### src/rtl/cpu_clk_ctrl_pkg.sv
// Shared definitions for the CPU run/step clock controller: state encoding
// and debounce lengths for hardware builds and for simulation.
package cpu_ctrl_pkg;

  localparam int STATE_W = 2;

  typedef enum logic [STATE_W-1:0] {
    HALT      = 2'd0,
    RUN       = 2'd1,
    STEP_WAIT = 2'd2
  } state_t;

  // 20 ms at 50 MHz for real switches; a short window keeps simulations quick
  localparam int DEBOUNCE_CYCLES_HW  = 1_000_000;
  localparam int DEBOUNCE_CYCLES_SIM = 4;

  // Counter width able to hold DEBOUNCE_CYCLES-1, never narrower than one bit
  function automatic int debounce_cnt_w(input int cycles);
    return (cycles < 2) ? 1 : $clog2(cycles);
  endfunction

endpackage

### src/rtl/cpu_clk_ctrl_debounce_sync.sv
// Two-flop synchroniser followed by a debouncer: the stable level follows the
// input only after it has differed for DEBOUNCE_CYCLES consecutive samples.
module debounce_sync
  import cpu_ctrl_pkg::*;
#(
  parameter int DEBOUNCE_CYCLES = DEBOUNCE_CYCLES_HW
) (
  input  logic sys_clk,
  input  logic rst_n,
  input  logic raw,
  output logic stable
);

  localparam int CW = debounce_cnt_w(DEBOUNCE_CYCLES);
  localparam logic [CW-1:0] CNT_LAST = CW'(DEBOUNCE_CYCLES - 1);

  logic          sync1;
  logic          sync2;
  logic [CW-1:0] cnt;

  always_ff @(posedge sys_clk or negedge rst_n) begin
    if (!rst_n) begin
      sync1  <= 1'b0;
      sync2  <= 1'b0;
      cnt    <= '0;
      stable <= 1'b0;
    end else begin
      sync1 <= raw;
      sync2 <= sync1;
      // Any sample matching the current level restarts the window
      if (sync2 != stable) begin
        if (cnt == CNT_LAST) begin
          stable <= sync2;
          cnt    <= '0;
        end else begin
          cnt <= cnt + CW'(1);
        end
      end else begin
        cnt <= '0;
      end
    end
  end

endmodule

### src/rtl/cpu_clk_ctrl.sv
// Run/step controller: turns the divided clock into a one-cycle CPU enable,
// gated by debounced run switch and step button, and counts issued enables.
module cpu_clk_ctrl
  import cpu_ctrl_pkg::*;
#(
  parameter int DEBOUNCE_CYCLES = DEBOUNCE_CYCLES_HW,
  parameter int CNT_W           = 32
) (
  input  logic             sys_clk,
  input  logic             rst_n,
  input  logic             div_clk,
  input  logic             run_sw,
  input  logic             step_btn,
  output logic             cpu_en,
  output logic [CNT_W-1:0] cycle_cnt,
  output logic             running,
  output logic             step_pending
);

  state_t state;
  state_t state_nxt;
  logic   div_d;
  logic   div_rise;
  logic   run_stable;
  logic   step_stable;
  logic   step_stable_d;
  logic   step_press;

  debounce_sync #(.DEBOUNCE_CYCLES(DEBOUNCE_CYCLES)) u_run_db (
    .sys_clk (sys_clk),
    .rst_n   (rst_n),
    .raw     (run_sw),
    .stable  (run_stable)
  );

  debounce_sync #(.DEBOUNCE_CYCLES(DEBOUNCE_CYCLES)) u_step_db (
    .sys_clk (sys_clk),
    .rst_n   (rst_n),
    .raw     (step_btn),
    .stable  (step_stable)
  );

  // div_clk is already a sys_clk-domain register, so a single delay suffices
  assign div_rise   = div_clk & ~div_d;
  assign step_press = step_stable & ~step_stable_d;

  always_ff @(posedge sys_clk or negedge rst_n) begin
    if (!rst_n) begin
      div_d         <= 1'b0;
      step_stable_d <= 1'b0;
      state         <= HALT;
    end else begin
      div_d         <= div_clk;
      step_stable_d <= step_stable;
      state         <= state_nxt;
    end
  end

  always_comb begin
    state_nxt = state;
    case (state)
      HALT: begin
        if (run_stable) begin
          state_nxt = RUN;
        end else if (step_press) begin
          state_nxt = STEP_WAIT;
        end
      end
      RUN: begin
        if (!run_stable) begin
          state_nxt = HALT;
        end
      end
      STEP_WAIT: begin
        if (div_rise) begin
          state_nxt = run_stable ? RUN : HALT;
        end
      end
      default: state_nxt = HALT;
    endcase
  end

  // A rise seen in the cycle RUN is left still produces its pulse
  always_ff @(posedge sys_clk or negedge rst_n) begin
    if (!rst_n) begin
      cpu_en    <= 1'b0;
      cycle_cnt <= '0;
    end else begin
      cpu_en <= div_rise & ((state == RUN) | (state == STEP_WAIT));
      if (cpu_en) begin
        cycle_cnt <= cycle_cnt + CNT_W'(1);
      end
    end
  end

  assign running      = (state == RUN);
  assign step_pending = (state == STEP_WAIT);

endmodule

### config.mk
export PLATFORM = sky130hd
export DESIGN_NAME = cpu_clk_ctrl
export DESIGN_NICKNAME = d
export VERILOG_FILES = /design/src/rtl/cpu_clk_ctrl_pkg.sv /design/src/rtl/cpu_clk_ctrl_debounce_sync.sv /design/src/rtl/cpu_clk_ctrl.sv
export SDC_FILE = /design/constraint.sdc
export NUM_CORES = 1
export LEC_CHECK = 0
export CORE_MARGIN = 2
export CORE_UTILIZATION = 59
export CTS_BUF_LIST = sky130_fd_sc_hd__clkbuf_4
export DETAILED_ROUTE_END_ITERATION = 8
export PLACE_DENSITY = 0.82
export SYNTH_ARGS = -nofsm -noshare
export SYNTH_HDL_FRONTEND = slang
export SYNTH_HIERARCHICAL = 1
export SYNTH_SLANG_ARGS = --single-unit
### constraint.sdc
create_clock -name sys_clk -period 2.5 [get_ports sys_clk]
set_input_delay 0.5 -clock sys_clk [delete_from_list [all_inputs] [get_ports sys_clk]]
set_output_delay 0.5 -clock sys_clk [all_outputs]
set_load 0.05 [all_outputs]
==> metrics.yaml <==
outcome: "finished, final reports clean"
dr.pass1.iters: 4
rsz0062_at_grt: "no"
hold_violations: 0
core_area_um2: 6350
placement.io_buffers: 39
yosys_register_bits: 83
yosysUniqueCellTypes: 37
syn_inst: 359
die_h_um: 85.2
worstSkewPairLatency_ns: 0.42
reg2reg_depth: 4
period_needed_ns: 2.31
rr_startpoint: "u_step_db/cnt[11]$_DFF_PN0_"
diodes: 0
clock.fmax_mhz: 434
clockBufferDepth: 2
final_cell_area_um2: 4490
drv_cap: 0
irDropWorstVdd_mv: 0.421
grt_antenna_before_repair: 0
clk_pin_slew_ns: 0.12
gp_congestion: 0.761
power-per-cell-area_nw_per_um2: 547
grt_max_degree: 46
worstReg2RegEnd: "u_step_db/cnt[16]$_DFF_PN0_"
final_cell_mix: "83 x dfrtp_1, 52 x xnor2_1, 48 x nor2_1"
hpwl_mm: 5.07
start_kind: "flip-flop"
final-setup-viol-count: 0
r2r_slack_ns: 0.31
htreeDepth: 3
antenna_left: 0
grt_pass1_wl_mm: 12.6
cts_tree: "built"
drc: 0
setup_tns_ns: 0
cts.sinks: 83
tightest_slew_ns: 0.621
synth-warning-count: 6
vias: 2782
leakagePower_nw: 1.91
layout_commonest_cell: "dfrtp_1"
path_cells: "clkdlybuf4s50_1"
syn2layout_area_growth_pct: 15.6
hold_class: "in -> async"
slowest_stage: "clkdlybuf4s50_1"
root_buffer: "clkbuf_4"
start_util_pct: 61.2
die_x_um: 85.2
fp-row-count: 29
avgViaCountPerCell: 5.71
cp_num_buf_inv: 1
cts_buffers: 9
crit_family: "buffers and inverters"
critical_path_class: "reg -> out"
drive_above_1_share_pct: 8.05
fin_nets: 417
synth_seq_area_share_pct: 53.4
io_pins: 40
skew_ns: 0.0151
cp.arrival_ns: 1.81
power_mw: 2.46
grt_pass1_vias: 2710
crit_fanout: 7
syn_avg_cell_area_um2: 10.8
overflow: 0
slew_headroom_pct: 58.2
dpl_cell_area_um2: 4370
final-max-slew-violation-count: 0
syn_area_um2: 3890
grt.total_usage_pct: 22.1
crit_path_max_incr_delay_ns: 0.86
post_drt_wl_per_cell_um: 15.0
critPathRequiredTime_ns: 2.00
end_kind: "output pin"
fin_crit_sh_pct: 92.3
drt-initial-drc-count: 123
syn_nets: 370
dieArea_um2: 7250
drt_wl_total_mm: 7.30
nFillCells: 447
[stage by stage]
stage          utilization (%)  setup slack, ns  hold slack [ns]  std cells
2_1_floorplan                -            0.523            0.204        359
6_report                  70.8            0.194           0.0310        487
3_3_place_gp              68.8            0.404            0.335        472
5_1_grt                   70.8            0.120           0.0393        487
3_5_place_dp              68.8            0.355            0.338        472
4_1_cts                   70.7          0.00579           0.0242        487
[per-layer routing]
metal	vias to the layer above	routed length, um	track usage, %
met4	0	148	10.8
li1	1328	-	-
met5	-	0	0
met3	12	255	4.09
met1	1369	3310	29.4
met2	73	3580	35.2
[synthesized netlist by cell type]
cell type / n / share of area (%)
nand2b_1: 2 / 0.32
nand4_4: 1 / 0.55
or3_1: 2 / 0.32
a21oi_1: 7 / 0.90
nand3b_1: 2 / 0.39
or4_4: 2 / 0.58
ha_1: 6 / 1.9
o21ai_4: 2 / 0.84
nand2_1: 16 / 1.5
mux2_2: 4 / 1.2
nor3_1: 9 / 1.2
xnor2_1: 52 / 12
clkbuf_1: 4 / 0.39
o21bai_1: 1 / 0.19
dfrtp_1: 83 / 53
xor2_1: 11 / 2.5
and2_0: 1 / 0.16
nand4_1: 19 / 3.1
nand4_2: 1 / 0.32
nor2_1: 48 / 4.6
nor4_1: 10 / 1.6
o21ai_0: 3 / 0.39
and2_1: 1 / 0.16
nor2b_1: 1 / 0.16
nand3_1: 22 / 2.8
a22o_1: 1 / 0.23
o221a_2: 2 / 0.58
and3_1: 9 / 1.4
buf_6: 2 / 0.58
a31o_2: 2 / 0.45
or4_1: 4 / 0.77
or2_2: 2 / 0.32
nor4_4: 2 / 1.1
nor3b_1: 2 / 0.39
inv_1: 18 / 1.7
and4_1: 3 / 0.68
or4b_1: 2 / 0.51
[logic make-up after synthesis]
logic type	Yosys count	synth area share [%]
buffers and inverters	24	2.70
adders and majority gates	6	1.93
xor gates and xnor gates	63	14.2
DFF	83	53.4
AOI/OAI and AO/OA	18	3.57
muxes	4	1.16
and+or+nand+nor	161	23.0
[power by group]
group | internal, mW | switching, mW | leakage, nW | total [mW]
clock network | 0.299 | 0.421 | 0.0664 | 0.720
registers | 1.38 | 0.0557 | 1.14 | 1.44
logic | 0.101 | 0.196 | 0.710 | 0.297
[final cells by class]
cell class / instances / area (um^2) / share of cell area (%)
clock inverter: 5 / 45.0 / 1.00
tap: 77 / 96.3 / 2.14
sequential: 83 / 2080 / 46.2
timing repair buffer: 42 / 428 / 9.52
inverter: 18 / 67.6 / 1.50
multi-input combinational: 252 / 1710 / 37.9
clock buffer: 10 / 75.1 / 1.67
[state kept, by name, summed over array words and instances, names as in the netlist]
register and count:
cpu_en 1, state 2, u_run_db/stable 1, u_step_db/stable 1, u_run_db/sync1 1, u_step_db/sync1 1
u_step_db/sync2 1, u_step_db/cnt 20, step_stable_d 1, div_d 1, cycle_cnt 32, u_run_db/sync2 1
u_run_db/cnt 20
[what timing repair did]
| action | CTS | global route |
|---|---|---|
| buffers inserted | 0 | 0 |
| setup endpoints to repair | 0 | 2 |
| gates resized for setup | 0 | 2 |
| hold buffers | 0 | 0 |
[how the worst max path moves through the flow]
stage,from,to,slack [ns],cells after the start
after floorplan,u_run_db/cnt[12]$_DFF_PN0_,u_run_db/cnt[10]$_DFF_PN0_,0.52,5
after global placement,u_step_db/cnt[12]$_DFF_PN0_,u_step_db/cnt[2]$_DFF_PN0_,0.40,4
after detailed placement,u_step_db/cnt[12]$_DFF_PN0_,u_step_db/cnt[16]$_DFF_PN0_,0.35,4
after CTS,state[1]$_DFFE_PN0P_,running,0.006,3
after global routing,cycle_cnt[3]$_DFFE_PN0P_,cycle_cnt[3],0.12,1
final,cpu_en$_DFF_PN0_,cpu_en,0.19,1
Power figures use the tool's default switching activity.
